<file path="config.mk">
export PLATFORM = sky130hd
export DESIGN_NAME = cu_fetch_flat
export DESIGN_NICKNAME = d
export VERILOG_FILES = /design/src/rtl/cu_fetch_if.sv /design/src/rtl/cu_fetch.sv /design/src/flat_wrapper.sv
export SDC_FILE = /design/constraint.sdc
export NUM_CORES = 1
export LEC_CHECK = 0
export CAP_MARGIN = 20
export CORE_ASPECT_RATIO = 0.7
export CORE_MARGIN = 3
export CORE_UTILIZATION = 35
export CTS_CLUSTER_SIZE = 12
export DETAILED_ROUTE_END_ITERATION = 8
export PLACE_DENSITY = 0.72
export SYNTH_ARGS = -nofsm -noshare
export SYNTH_HDL_FRONTEND = slang
export SYNTH_SLANG_ARGS = --single-unit
</file>
<file path="constraint.sdc">
create_clock -name soc_clk -period 4.43 [get_ports soc_clk]
set_clock_uncertainty 0.05 [all_clocks]
set_input_delay 0.443 -clock soc_clk [delete_from_list [all_inputs] [get_ports soc_clk]]
set_output_delay 0.443 -clock soc_clk [all_outputs]
set_load 0.01 [all_outputs]
</file>
<file path="src/rtl/cu_fetch_if.sv">
// ThetaCore IF-stage bus: instruction memory read port
// plus the fetched-word handoff toward the decoder.
interface cu_fetch_if;
  logic        imem_req;
  logic [31:0] imem_addr;
  logic        imem_ack;
  logic [31:0] imem_rdata;
  logic        Fetch_ready;
  logic [31:0] Fetch_IR;
  logic [31:0] Fetch_PC;
  logic        decode_accept;

  modport master (
    output imem_req,
    output imem_addr,
    input  imem_ack,
    input  imem_rdata,
    output Fetch_ready,
    output Fetch_IR,
    output Fetch_PC,
    input  decode_accept
  );

  modport slave (
    input  imem_req,
    input  imem_addr,
    output imem_ack,
    output imem_rdata,
    input  Fetch_ready,
    input  Fetch_IR,
    input  Fetch_PC,
    output decode_accept
  );
endinterface

</file>
<file path="src/rtl/cu_fetch.sv">
// ThetaCore instruction-fetch stage: owns the PC, issues one
// outstanding imem read, buffers the word for the decoder.
module cu_fetch #(
  parameter int unsigned IMEM_DEPTH_WORDS = 128,
  parameter logic [31:0] RESET_PC = 32'h0000_0000
) (
  input  logic        soc_clk,
  input  logic        reset,
  input  logic        fetch_start,
  input  logic        IF_stall,
  input  logic        redirect_valid,
  input  logic [31:0] redirect_pc,
  output logic        fetch_err,
  cu_fetch_if.master  bus
);

  localparam logic [32:0] PC_LIMIT =
    33'(IMEM_DEPTH_WORDS) << 2;

  typedef enum logic [1:0] {
    S_IDLE,
    S_REQ,
    S_HOLD,
    S_ERR
  } state_t;

  state_t      state_q;
  state_t      state_d;
  logic [31:0] pc_q;
  logic [31:0] pc_d;
  logic [31:0] req_q;
  logic [31:0] req_d;
  logic [31:0] ir_q;
  logic [31:0] ir_d;
  logic [31:0] fpc_q;
  logic [31:0] fpc_d;
  logic        disc_q;
  logic        disc_d;
  logic        issue;
  logic [31:0] issue_pc;
  logic        hold_ok;
  logic        hs;

  function automatic logic pc_legal(
    input logic [31:0] a
  );
    return (a[1:0] == 2'b00) &&
           ({1'b0, a} < PC_LIMIT);
  endfunction

  // A redirect in HOLD masks ready so no handoff can slip through.
  assign hold_ok = (state_q == S_HOLD) &&
                   !IF_stall && !redirect_valid;
  assign hs      = hold_ok && bus.decode_accept;

  always_ff @(posedge soc_clk) begin
    if (reset) begin
      state_q <= S_IDLE;
      pc_q    <= RESET_PC;
      req_q   <= '0;
      ir_q    <= '0;
      fpc_q   <= '0;
      disc_q  <= 1'b0;
    end else begin
      state_q <= state_d;
      pc_q    <= pc_d;
      req_q   <= req_d;
      ir_q    <= ir_d;
      fpc_q   <= fpc_d;
      disc_q  <= disc_d;
    end
  end

  always_comb begin
    state_d  = state_q;
    pc_d     = pc_q;
    req_d    = req_q;
    ir_d     = ir_q;
    fpc_d    = fpc_q;
    disc_d   = disc_q;
    issue    = 1'b0;
    issue_pc = pc_q;

    unique case (state_q)
      S_IDLE: begin
        if (redirect_valid) begin
          pc_d     = redirect_pc;
          issue    = 1'b1;
          issue_pc = redirect_pc;
        end else if (fetch_start && !IF_stall) begin
          issue    = 1'b1;
          issue_pc = pc_q;
        end
      end

      S_REQ: begin
        if (bus.imem_ack) begin
          disc_d = 1'b0;
          if (redirect_valid) begin
            pc_d     = redirect_pc;
            issue    = 1'b1;
            issue_pc = redirect_pc;
          end else if (disc_q) begin
            issue    = 1'b1;
            issue_pc = pc_q;
          end else begin
            ir_d    = bus.imem_rdata;
            fpc_d   = req_q;
            state_d = S_HOLD;
          end
        end else if (redirect_valid) begin
          // keep imem_addr stable; the stale word is dropped on ack
          pc_d   = redirect_pc;
          disc_d = 1'b1;
        end
      end

      S_HOLD: begin
        if (redirect_valid) begin
          pc_d     = redirect_pc;
          issue    = 1'b1;
          issue_pc = redirect_pc;
          state_d  = S_IDLE;
        end else if (hs) begin
          pc_d = pc_q + 32'd4;
          if (fetch_start) begin
            issue    = 1'b1;
            issue_pc = pc_q + 32'd4;
          end else begin
            state_d = S_IDLE;
          end
        end
      end

      S_ERR: begin
        state_d = S_ERR;
      end

      default: begin
        state_d = S_ERR;
      end
    endcase

    if (issue) begin
      if (pc_legal(issue_pc)) begin
        state_d = S_REQ;
        req_d   = issue_pc;
      end else begin
        state_d = S_ERR;
      end
    end
  end

  always_comb begin
    bus.imem_req    = 1'b0;
    bus.imem_addr   = '0;
    bus.Fetch_ready = 1'b0;
    fetch_err       = 1'b0;
    unique case (state_q)
      S_IDLE: begin
        bus.imem_req = 1'b0;
      end
      S_REQ: begin
        bus.imem_req  = 1'b1;
        bus.imem_addr = req_q;
      end
      S_HOLD: begin
        bus.Fetch_ready = hold_ok;
      end
      S_ERR: begin
        fetch_err = 1'b1;
      end
      default: begin
        fetch_err = 1'b1;
      end
    endcase
  end

  assign bus.Fetch_IR = ir_q;
  assign bus.Fetch_PC = fpc_q;

endmodule

</file>
<file path="src/flat_wrapper.sv">
// flat-port wrapper written by rule: the top's interface ports become plain ports
module cu_fetch_flat 
#(
  parameter int unsigned IMEM_DEPTH_WORDS = 128,
  parameter logic [31:0] RESET_PC = 32'h0000_0000
)
  (soc_clk, reset, fetch_start, IF_stall, redirect_valid, redirect_pc, fetch_err, bus_imem_req, bus_imem_addr, bus_imem_ack, bus_imem_rdata, bus_Fetch_ready, bus_Fetch_IR, bus_Fetch_PC, bus_decode_accept);
  cu_fetch_if bus_i ();
  input  logic soc_clk;
  input  logic reset;
  input  logic fetch_start;
  input  logic IF_stall;
  input  logic redirect_valid;
  input  logic [31:0] redirect_pc;
  output logic fetch_err;
  output wire logic [$bits(bus_i.imem_req)-1:0] bus_imem_req;
  output wire logic [$bits(bus_i.imem_addr)-1:0] bus_imem_addr;
  input wire logic [$bits(bus_i.imem_ack)-1:0] bus_imem_ack;
  input wire logic [$bits(bus_i.imem_rdata)-1:0] bus_imem_rdata;
  output wire logic [$bits(bus_i.Fetch_ready)-1:0] bus_Fetch_ready;
  output wire logic [$bits(bus_i.Fetch_IR)-1:0] bus_Fetch_IR;
  output wire logic [$bits(bus_i.Fetch_PC)-1:0] bus_Fetch_PC;
  input wire logic [$bits(bus_i.decode_accept)-1:0] bus_decode_accept;
  assign bus_imem_req = bus_i.imem_req;
  assign bus_imem_addr = bus_i.imem_addr;
  assign bus_i.imem_ack = bus_imem_ack;
  assign bus_i.imem_rdata = bus_imem_rdata;
  assign bus_Fetch_ready = bus_i.Fetch_ready;
  assign bus_Fetch_IR = bus_i.Fetch_IR;
  assign bus_Fetch_PC = bus_i.Fetch_PC;
  assign bus_i.decode_accept = bus_decode_accept;
  cu_fetch #(.IMEM_DEPTH_WORDS(IMEM_DEPTH_WORDS), .RESET_PC(RESET_PC)) u_core (.soc_clk(soc_clk), .reset(reset), .fetch_start(fetch_start), .IF_stall(IF_stall), .redirect_valid(redirect_valid), .redirect_pc(redirect_pc), .fetch_err(fetch_err), .bus(bus_i));
endmodule
</file>
# Word level (Yosys, flattened, before mapping)

Cells that the tools add are included.

Word-level logic and storage cells: 70
Register bits after elaboration: 131
Output and inout bits: 99

$lt $le $gt $ge: 1
Bitwise gates (word level): 2
Eq/ne operators: 9
Add/subtract/negate cells: 1
Muxes and demuxes: 33
Reduce and logical (&&, ||, !) cells: 18

Operator list:

| kind                                                                    | count |
|---|---|
| 32-bit 2-to-1 mux                                                       | 8 |
| 32-bit one-hot mux with 3 select lines                                  | 1 |
| 32-bit one-hot mux with 2 select lines                                  | 1 |
| 32-bit by 3-bit adder with 32-bit output (second input constant)        | 1 |
| 32-bit by 10-bit < comparator with 1-bit output (second input constant) | 1 |
| 2-bit 2-to-1 mux                                                        | 8 |
| 1-bit 2-to-1 mux                                                        | 13 |
| 3-bit by 2-bit != test with 1-bit output (second input constant)        | 3 |
| 2-bit one-hot mux with 3 select lines                                   | 1 |
| 2-bit AND reduction                                                     | 3 |
| 6-bit AND reduction                                                     | 1 |
| 1-bit logical AND                                                       | 5 |
| 2-bit equality test (second input constant)                             | 2 |
| 2-bit logical NOT                                                       | 2 |
| 4-bit by 2-bit != test with 1-bit output (second input constant)        | 1 |
| 4-bit by 3-bit != test with 1-bit output (second input constant)        | 1 |
| 4-bit AND reduction                                                     | 1 |
| 2-bit nonzero test                                                      | 2 |
| 4-bit nonzero test                                                      | 1 |
| 3-bit != test (second input constant)                                   | 1 |
| 1-bit one-hot mux with 3 select lines                                   | 1 |
| 2-bit by 1-bit equality test with 1-bit output (second input constant)  | 1 |
| 1-bit logical NOT                                                       | 2 |
| 1-bit NOT                                                               | 2 |
| 2-bit OR reduction                                                      | 1 |

# Logic depth before layout (Yosys ltp)

Gate-level depths: netlist of run 1.

Depth in word-level cells: 11
Mapped depth: 13
Mapped depth without buffers: 10

# Worst setup path before layout of run 1

OpenSTA, ideal clock, no wires.

Path kind: reg-to-reg
Start point: register u_core.pc_q[2]
End point: register u_core.req_q[2]
Required time: 4257 ps
Stages on the path, launching flop included: 11
Period minus slack after synthesis: 3174 ps
Path slack: 1256 ps
Library setup time: 123 ps
Arrival time: 3001 ps
Buffers on the path: 1
Cells stage by stage: dfxtp_1 -> ha_1 -> clkbuf_1 -> nand3_2 -> nor4_4 -> nand2_2 -> a2111oi_0 -> a31o_1 -> nand3_1 -> nor4_4 -> mux2_1

Word-level cells in the longest chain between the ends: 8
Elaborated cells between the ends (all ways): 10
Those cells by class: 1 x add/sub; 1 x order compare; 6 x mux; 2 x reduce/logical

Ends and longest elaborated chain:

| item                                            | line            | RTL |
|---|---|---|
| start: declaration                              | cu_fetch.sv:29  | `logic [31:0] pc_q;` |
| start signal: assignment                        | cu_fetch.sv:66  | `pc_q <= pc_d;` |
| 32-bit by 3-bit adder with 32-bit output        | cu_fetch.sv:128 | `issue_pc = pc_q + 32'd4;` |
| 32-bit 2-to-1 mux                               | cu_fetch.sv:126 | `if (fetch_start) begin` |
| 32-bit 2-to-1 mux                               | cu_fetch.sv:124 | `end else if (hs) begin` |
| 32-bit 2-to-1 mux                               | cu_fetch.sv:119 | `if (redirect_valid) begin` |
| 32-bit one-hot mux with 3 select lines *        | cu_fetch.sv:84  | `unique case (state_q)` |
| 32-bit by 10-bit < comparator with 1-bit output | cu_fetch.sv:48  | `({1'b0, a} < PC_LIMIT);` |
| 1-bit logical AND                               | cu_fetch.sv:47  | `return (a[1:0] == 2'b00) &&` |
| 2-bit AND reduction (no source line)            | n/a             |  |
| end signal: assignment                          | cu_fetch.sv:67  | `req_q <= req_d;` |
| end: declaration                                | cu_fetch.sv:31  | `logic [31:0] req_q;` |

Mark *: on every way between the ends. The rest lies on a longest branch, timed or not.
A chain may end at the register's enable or synchronous reset.

# Final worst setup path of run 1

Start point: register u_core.pc_q[2]
End point: register u_core.req_q[4]

The elaborated chain is that of the path after synthesis.

==> impl_metrics.csv, run 1 <==
group,metric,value,unit
detailed_routing,firstDrtPassIters,7,
cells_and_area,drive_gt1_share,7.88,%
critical_path,critPathLaunch,"u_core.pc_q[2]",
clocking,post_cts_buffers,0,
logic_synthesis,async_reset_ff_share,0,%
logic_synthesis,synth.area.mux_share,0.745,%
logic_synthesis,synth-compound-area-share,25.7,%
die,die_h,126,µm
logic_synthesis,syn_nets,1051,
clocking,cts_resized,0,
timing,report.final.slew_viol_count,0,
critical_path,worst-path-max-fanout,9,
critical_path,cpPeakStageDelay,0.60,ns
logic_synthesis,syn_avg_cell_area,7.38,µm²
clocking,insertion_delay,0.42,ns
cells_and_area,diodes,0,
timing,tns,0,ns
power,ir_drop,240,µV
logic_synthesis,synth_top_cell_by_area,"dfxtp_1",
die,io_pins,170,
critical_path,critPathArrivalTime,4.07,ns
die,core,20000,µm²
timing,rsz0062_at_grt,"no",
cells_and_area,fin_util,48.4,%
min_path,hold_start,"u_core.bus.Fetch_PC[0]",
timing,slew_headroom,30.5,%
global_routing,grt.total_usage,25.3,%
critical_path,worstPathRequired,4.68,ns
logic_synthesis,synth_top_cell_area_share,36.3,%
power,leakage,0.00344,µW
min_path,hold_path_class,"register to register",
die,start_util,36.1,%
die,dieArea,22400,µm²
timing,worst_pin_slew,1.04,ns
critical_path,slowest_stage,"nor4_4",
power,power.density,323,nW/µm²
clocking,cts.htree.levels,4,
logic_synthesis,synth_top_family_by_area,"simple AND/OR/NAND/NOR gates",
logic_synthesis,ys_warn_count,0,
critical_path,crit_chain,"ha_1, nand3_2, nor4_4, nand2_2, a2111oi_0, a31o_1, nand3_1, nor4_4, mux2_1",
logic_synthesis,ys_ff_latch,131,
place,place_hpwl,21.0,mm
detailed_routing,routed_wl,28.7,mm
clocking,clockBufferDepth,2,
global_routing,grt_pass1_wl,44.2,mm
place,routabilityCongestion,1.06,
detailed_routing,vias,8156,
logic_synthesis,syn_inst,979,
logic_synthesis,synthTopCellsByArea,"dfxtp_1 36%, nand2_1 9.6%, a21oi_1 8.0%, o21ai_0 3.7%, clkbuf_1 3.4%",
global_routing,grt.overflow.total,0,
logic_synthesis,synthesis.area,7220,µm²
place,portBuffers,169,
clocking,cts_sinks,131,
detailed_routing,drc,0,
detailed_routing,wl_per_cell,20.5,µm
timing,finalCritPeriodShare,86.2,%
run,cap_violations,0,
die,rows,43,
critical_path,start_kind,"register",
clocking,cts_tree,"yes",
detailed_routing,postRouteAntennaNets,0,
global_routing,grt_pass1_vias,7426,
logic_synthesis,synth-main-ff-cell,"dfxtp_1",
logic_synthesis,synthDistinctLibCells,82,
cells_and_area,fin_nets,1190,
critical_path,endpoint_kind,"register",
critical_path,r2r_start,"u_core.pc_q[2]",
clocking,numCtsBuffers,17,
status,status,"complete, no violations",
logic_synthesis,synth-simple-area-share,30.0,%
timing,setup-violations-final,0,
detailed_routing,vias_per_cell,5.83,
global_routing,grt_max_degree,68,
cells_and_area,areaGrowthSynthToFinish,34.2,%
logic_synthesis,synth_xor_area_share,1.46,%
clocking,cts_root_buffer,"clkbuf_16",
global_routing,antenna_found_initial,0,
clocking,cts_hold_buffers,0,
timing,finalCriticalPeriod,3.82,ns
timing,finalHoldViolCount,0,
logic_synthesis,synth.yosys.seq_area_share,36.3,%
detailed_routing,drt_iter0_drc,947,
timing,max_freq,262,MHz
critical_path,crit_top_cell,"nor4_4",
die,die_width,178,µm
critical_path,critPathKind,"register to register",
logic_synthesis,synth_fa_ha_area_share,0.173,%
clocking,clk_pin_slew,0.06,ns
logic_synthesis,synth-edff-count,0,
==> cell type report <==
class                      count  area (µm²)
clock buffer                  23         478
tap                          270         338
sequential                   131        2620
inverter                      13        48.8
clock inverter                 8        53.8
timing repair buffer         204        1950
multi-input combinational    751        4210
fill                        1934       10300
==> metrics by stage <==
stage	worst slack [ns]	total power (µW)	instance area, µm²	std cells	hold slack [ns]
detailed placement	0.462	1860	9170	1369	0.396
CTS	0.683	3150	9700	1400	0.404
global placement	0.538	1860	9170	1369	0.391
floorplan	1.26	1610	7220	979	0.386
global route	0.394	3260	9700	1400	0.418
finish	0.611	3130	9700	1400	0.401
==> power by group <==
group | total, µW | leakage (µW) | internal, µW | switching (µW)
Clock | 1280 | 0.000251 | 754 | 523
Sequential | 1290 | 0.00106 | 1220 | 72.3
Combinational | 565 | 0.00213 | 223 | 342
Total | 3130 | 0.00344 | 2190 | 937
==> kinds of logic (layout without fill, tap and decap cells) <==
family                   after synthesis  after routing
AND/OR/NAND/NOR                      438            438
AO/OA/AOI/OAI                        295            295
flip-flops                           131            131
buffers and inverters                 97            248
XOR/XNOR                              12             12
multiplexers                           5              5
adder cells (fa/ha/maj)                1              1
==> Yosys cell counts, types with 13 or more instances <==
| cell | n |
|---|---|
| a211oi_1 | 14 |
| a21oi_1 | 115 |
| a22oi_1 | 15 |
| and2_1 | 29 |
| and3_1 | 38 |
| clkbuf_1 | 66 |
| dfxtp_1 | 131 |
| nand2_1 | 184 |
| nand3_1 | 31 |
| nand4_1 | 15 |
| nor2_1 | 63 |
| nor3_1 | 13 |
| o21ai_0 | 54 |
| o22ai_1 | 13 |
==> final timing paths <==
| path | to | slack (ns) | depth (start not counted) |
|---|---|---|---|
| worst min-delay path | u_core.bus.Fetch_PC[0] | 0.40 | 2 |
| worst max-delay path | u_core.req_q[4] | 0.61 | 9 |
| worst min register to register | u_core.bus.Fetch_PC[0] | 0.40 | 2 |
| worst max register to register | u_core.req_q[4] | 0.61 | 9 |
==> sequential cells by signal, summed over array words and instances, names as in the netlist <==
| signal | count |
|---|---|
| u_core.bus.Fetch_IR | 32 |
| u_core.bus.Fetch_PC | 32 |
| u_core.disc_q | 1 |
| u_core.pc_q | 32 |
| u_core.req_q | 32 |
| u_core.state_q | 2 |
==> critical path, delay by kind of cell, from the launching register on <==
family	cells	cell delay [ns]
fa+ha+maj	1	0.38
mux	1	0.36
flops	1	0.49
compound gates	2	0.71
simple gates	5	1.69
==> metal layers <==
layer | wire length (µm) | share of wire, % | track usage (%) | vias up
li1 | - | - | - | 3803
met1 | 13400 | 47 | 38.6 | 3820
met2 | 11500 | 40 | 33.6 | 489
met3 | 3170 | 11 | 7.05 | 44
met4 | 620 | 2.2 | 8.21 | 0
met5 | 0 | 0 | 0 | -
==> cell usage in the layout (no fill, tap or decap), types with 4 or more instances in the layout <==
cell type and instances:
and2_1 29, clkinvlp_4 4, a22oi_1 15, and4_1 5
o31a_1 4, nor2_1 63, dfxtp_1 131, a21oi_1 115
nor4_1 10, a211oi_1 14, a221oi_1 4, or3_1 6
buf_4 36, nand3_1 30, a31oi_1 12, clkdlybuf4s50_1 167
xnor2_1 10, nand2b_1 9, nand4_1 15, a21o_1 4
o22ai_1 13, o31ai_1 11, o21ai_0 54, nand2_1 184
a221o_1 4, o32ai_1 4, clkbuf_16 17, nor3_1 12
and3_1 38, nor2b_1 8, inv_1 12
No activity file was read; power rests on OpenSTA's default activity.
==> run 2, diff against run 1 <==
==> constraint.sdc (replaced) <==
create_clock -name soc_clk -period 4.43 [get_ports soc_clk]
set_clock_uncertainty 0.05 [all_clocks]
set_input_delay 0.886 -clock soc_clk [delete_from_list [all_inputs] [get_ports soc_clk]]
set_output_delay 0.886 -clock soc_clk [all_outputs]
set_load 0.01 [all_outputs]
==> run 2 against run 1 <==
- register-to-register slack hardly changed
- clock power grew 6%
- critical path depth increased by 2
- sequential share of layout area is 0.34 points lower
- non-clock buffer count rose by 5
- worst hold slack better by 0.0011 ns
- count of clock-buffer cells in the layout up 1
- critical path type is now input pin to register
- largest cell class unchanged
==> impl_metrics.csv, run 2 (synthesized netlist as in run 1, its figures left out) <==
group,metric,value,unit
timing,worst_pin_slew,0.835,ns
place,place_hpwl,20.5,mm
critical_path,critPathLaunch,"bus_imem_ack",
die,rows,43,
critical_path,worstPathRequired,4.68,ns
cells_and_area,final_common_cell,"nand2_1",
detailed_routing,drc,0,
die,start_util,36.1,%
critical_path,crit_chain,"clkdlybuf4s50_1, buf_4, and2b_2, nor2_2, a221o_1, nor4_2, a21oi_1, nor4_1, nand3_1, nor4_4, mux2_1",
power,power.density,328,nW/µm²
power,finalPower,3220,µW
global_routing,grt_pass1_vias,7407,
detailed_routing,vias_per_cell,5.82,
clocking,cts.htree.levels,4,
global_routing,top_usage_layer,"met1",
run,cap_violations,0,
timing,report.final.slew_viol_count,0,
timing,finalCriticalPeriod,4.01,ns
detailed_routing,drt_iter0_drc,1194,
global_routing,grt.overflow.total,0,
clocking,insertion_delay,0.42,ns
power,power.switching,947,µW
global_routing,grt.total_usage,24.8,%
global_routing,grt_max_degree,65,
timing,rsz0062_at_grt,"no",
detailed_routing,routed_wl,28.5,mm
timing,finalCritPeriodShare,90.5,%
place,portBuffers,169,
die,core,20000,µm²
critical_path,r2r_start,"u_core.pc_q[2]",
die,io_pins,170,
global_routing,met3_usage,9.55,%
critical_path,start_kind,"input pin",
power,sequentialPowerShare,40.2,%
global_routing,grt_use_met2,33.3,%
detailed_routing,firstDrtPassIters,9,
power,leakage,0.00350,µW
place,routabilityCongestion,1.13,
global_routing,gr-usage-met1,36.4,%
clocking,numCtsBuffers,17,
clocking,cts_hold_buffers,0,
clocking,clockBufferDepth,2,
power,switching_share,29.4,%
power,p_clk_share,42.1,%
critical_path,critPathArrivalTime,4.26,ns
timing,setup-violations-final,0,
critical_path,worst-path-max-fanout,10,
power,ir_drop,230,µV
cells_and_area,diodes,0,
min_path,hold_start,"u_core.bus.Fetch_PC[9]",
cells_and_area,areaGrowthSynthToFinish,36.0,%
clocking,cts_sinks,131,
die,dieArea,22400,µm²
detailed_routing,postRouteAntennaNets,0,
timing,max_freq,249,MHz
timing,finalHoldViolCount,0,
die,die_width,178,µm
clocking,cts_tree,"yes",
critical_path,cpPeakStageDelay,0.49,ns
global_routing,antenna_found_initial,0,
clocking,post_cts_buffers,0,
status,status,"complete, no violations",
die,die_h,126,µm
detailed_routing,vias,8181,
timing,setup_slack,0.421,ns
cells_and_area,n_fill_cell,1993,
global_routing,grt_pass1_wl,43.4,mm
cells_and_area,final_area,9820,µm²
critical_path,endpoint_kind,"register",
critical_path,reg2regPathDepth,11,
min_path,hold_depth,2,
place,placed_cell_area,9250,µm²
power,internal_power,2280,µW
cells_and_area,final_cell_mix,"184 x nand2_1, 167 x clkdlybuf4s50_1, 131 x dfxtp_1",
power,pwr-share-comb,17.7,%
timing,slew_headroom,44.2,%
detailed_routing,wl_per_cell,20.3,µm
min_path,hold_path_class,"register to register",
critical_path,slowest_stage,"clkdlybuf4s50_1",
clocking,clk_pin_slew,0.05,ns
clocking,cts_resized,0,
place,dp_slack,0.0909,ns
cells_and_area,fin_nets,1195,
cells_and_area,drive_gt1_share,8.36,%
clocking,cts_root_buffer,"clkbuf_16",
timing,tns,0,ns
critical_path,critPathKind,"input pin to register",
==> run 2: power groups by stage <==
| stage | clock network [µW] | logic, µW | registers [µW] |
|---|---|---|---|
| 6_report | 1360 | 572 | 1290 |
| 2_1_floorplan | 0 | 341 | 1270 |
| 3_5_place_dp | 0 | 554 | 1310 |
| 5_1_grt | 1440 | 613 | 1300 |
| 3_3_place_gp | 0 | 558 | 1310 |
| 4_1_cts | 1390 | 557 | 1290 |
==> run 2: worst max-delay path, delay by kind of cell <==
kind	cells	cell delay, ns
multiplexers	1	0.37
AND/OR/NAND/NOR	6	1.82
buffers and inverters	2	0.66
AO/OA/AOI/OAI	2	0.51
==> run 2: per-stage QoR <==
| stage | hold WS, ns | instances | util (%) |
|---|---|---|---|
| after global placement | 0.390 | 1374 | 46.2 |
| after detailed placement | 0.396 | 1374 | 46.2 |
| final | 0.403 | 1406 | 49.1 |
| after global routing | 0.416 | 1406 | 49.1 |
| after floorplan | 0.386 | 979 | - |
| after CTS | 0.403 | 1406 | 49.1 |
==> run 2: worst paths after layout <==
kind / end / slack [ns]
setup / recovery: u_core.req_q[4] / 0.42
hold / removal: u_core.bus.Fetch_PC[9] / 0.40
setup reg to reg: u_core.req_q[4] / 0.61
hold reg to reg: u_core.bus.Fetch_PC[9] / 0.40
==> run 2: area by class of cell <==
cell class	instances	area [µm²]	share of cell area, %
timing repair buffer	209	2030	20.7
inverter	13	48.8	0.497
clock inverter	8	76.3	0.777
multi-input combinational	751	4210	42.9
sequential	131	2620	26.7
tap	270	338	3.44
clock buffer	24	492	5.01
==> run 2: per-layer routing <==
metal	wire length (µm)	vias to the layer above
met5	0	-
met4	626	0
met3	3590	56
met2	11400	492
met1	12900	3826
li1	-	3807
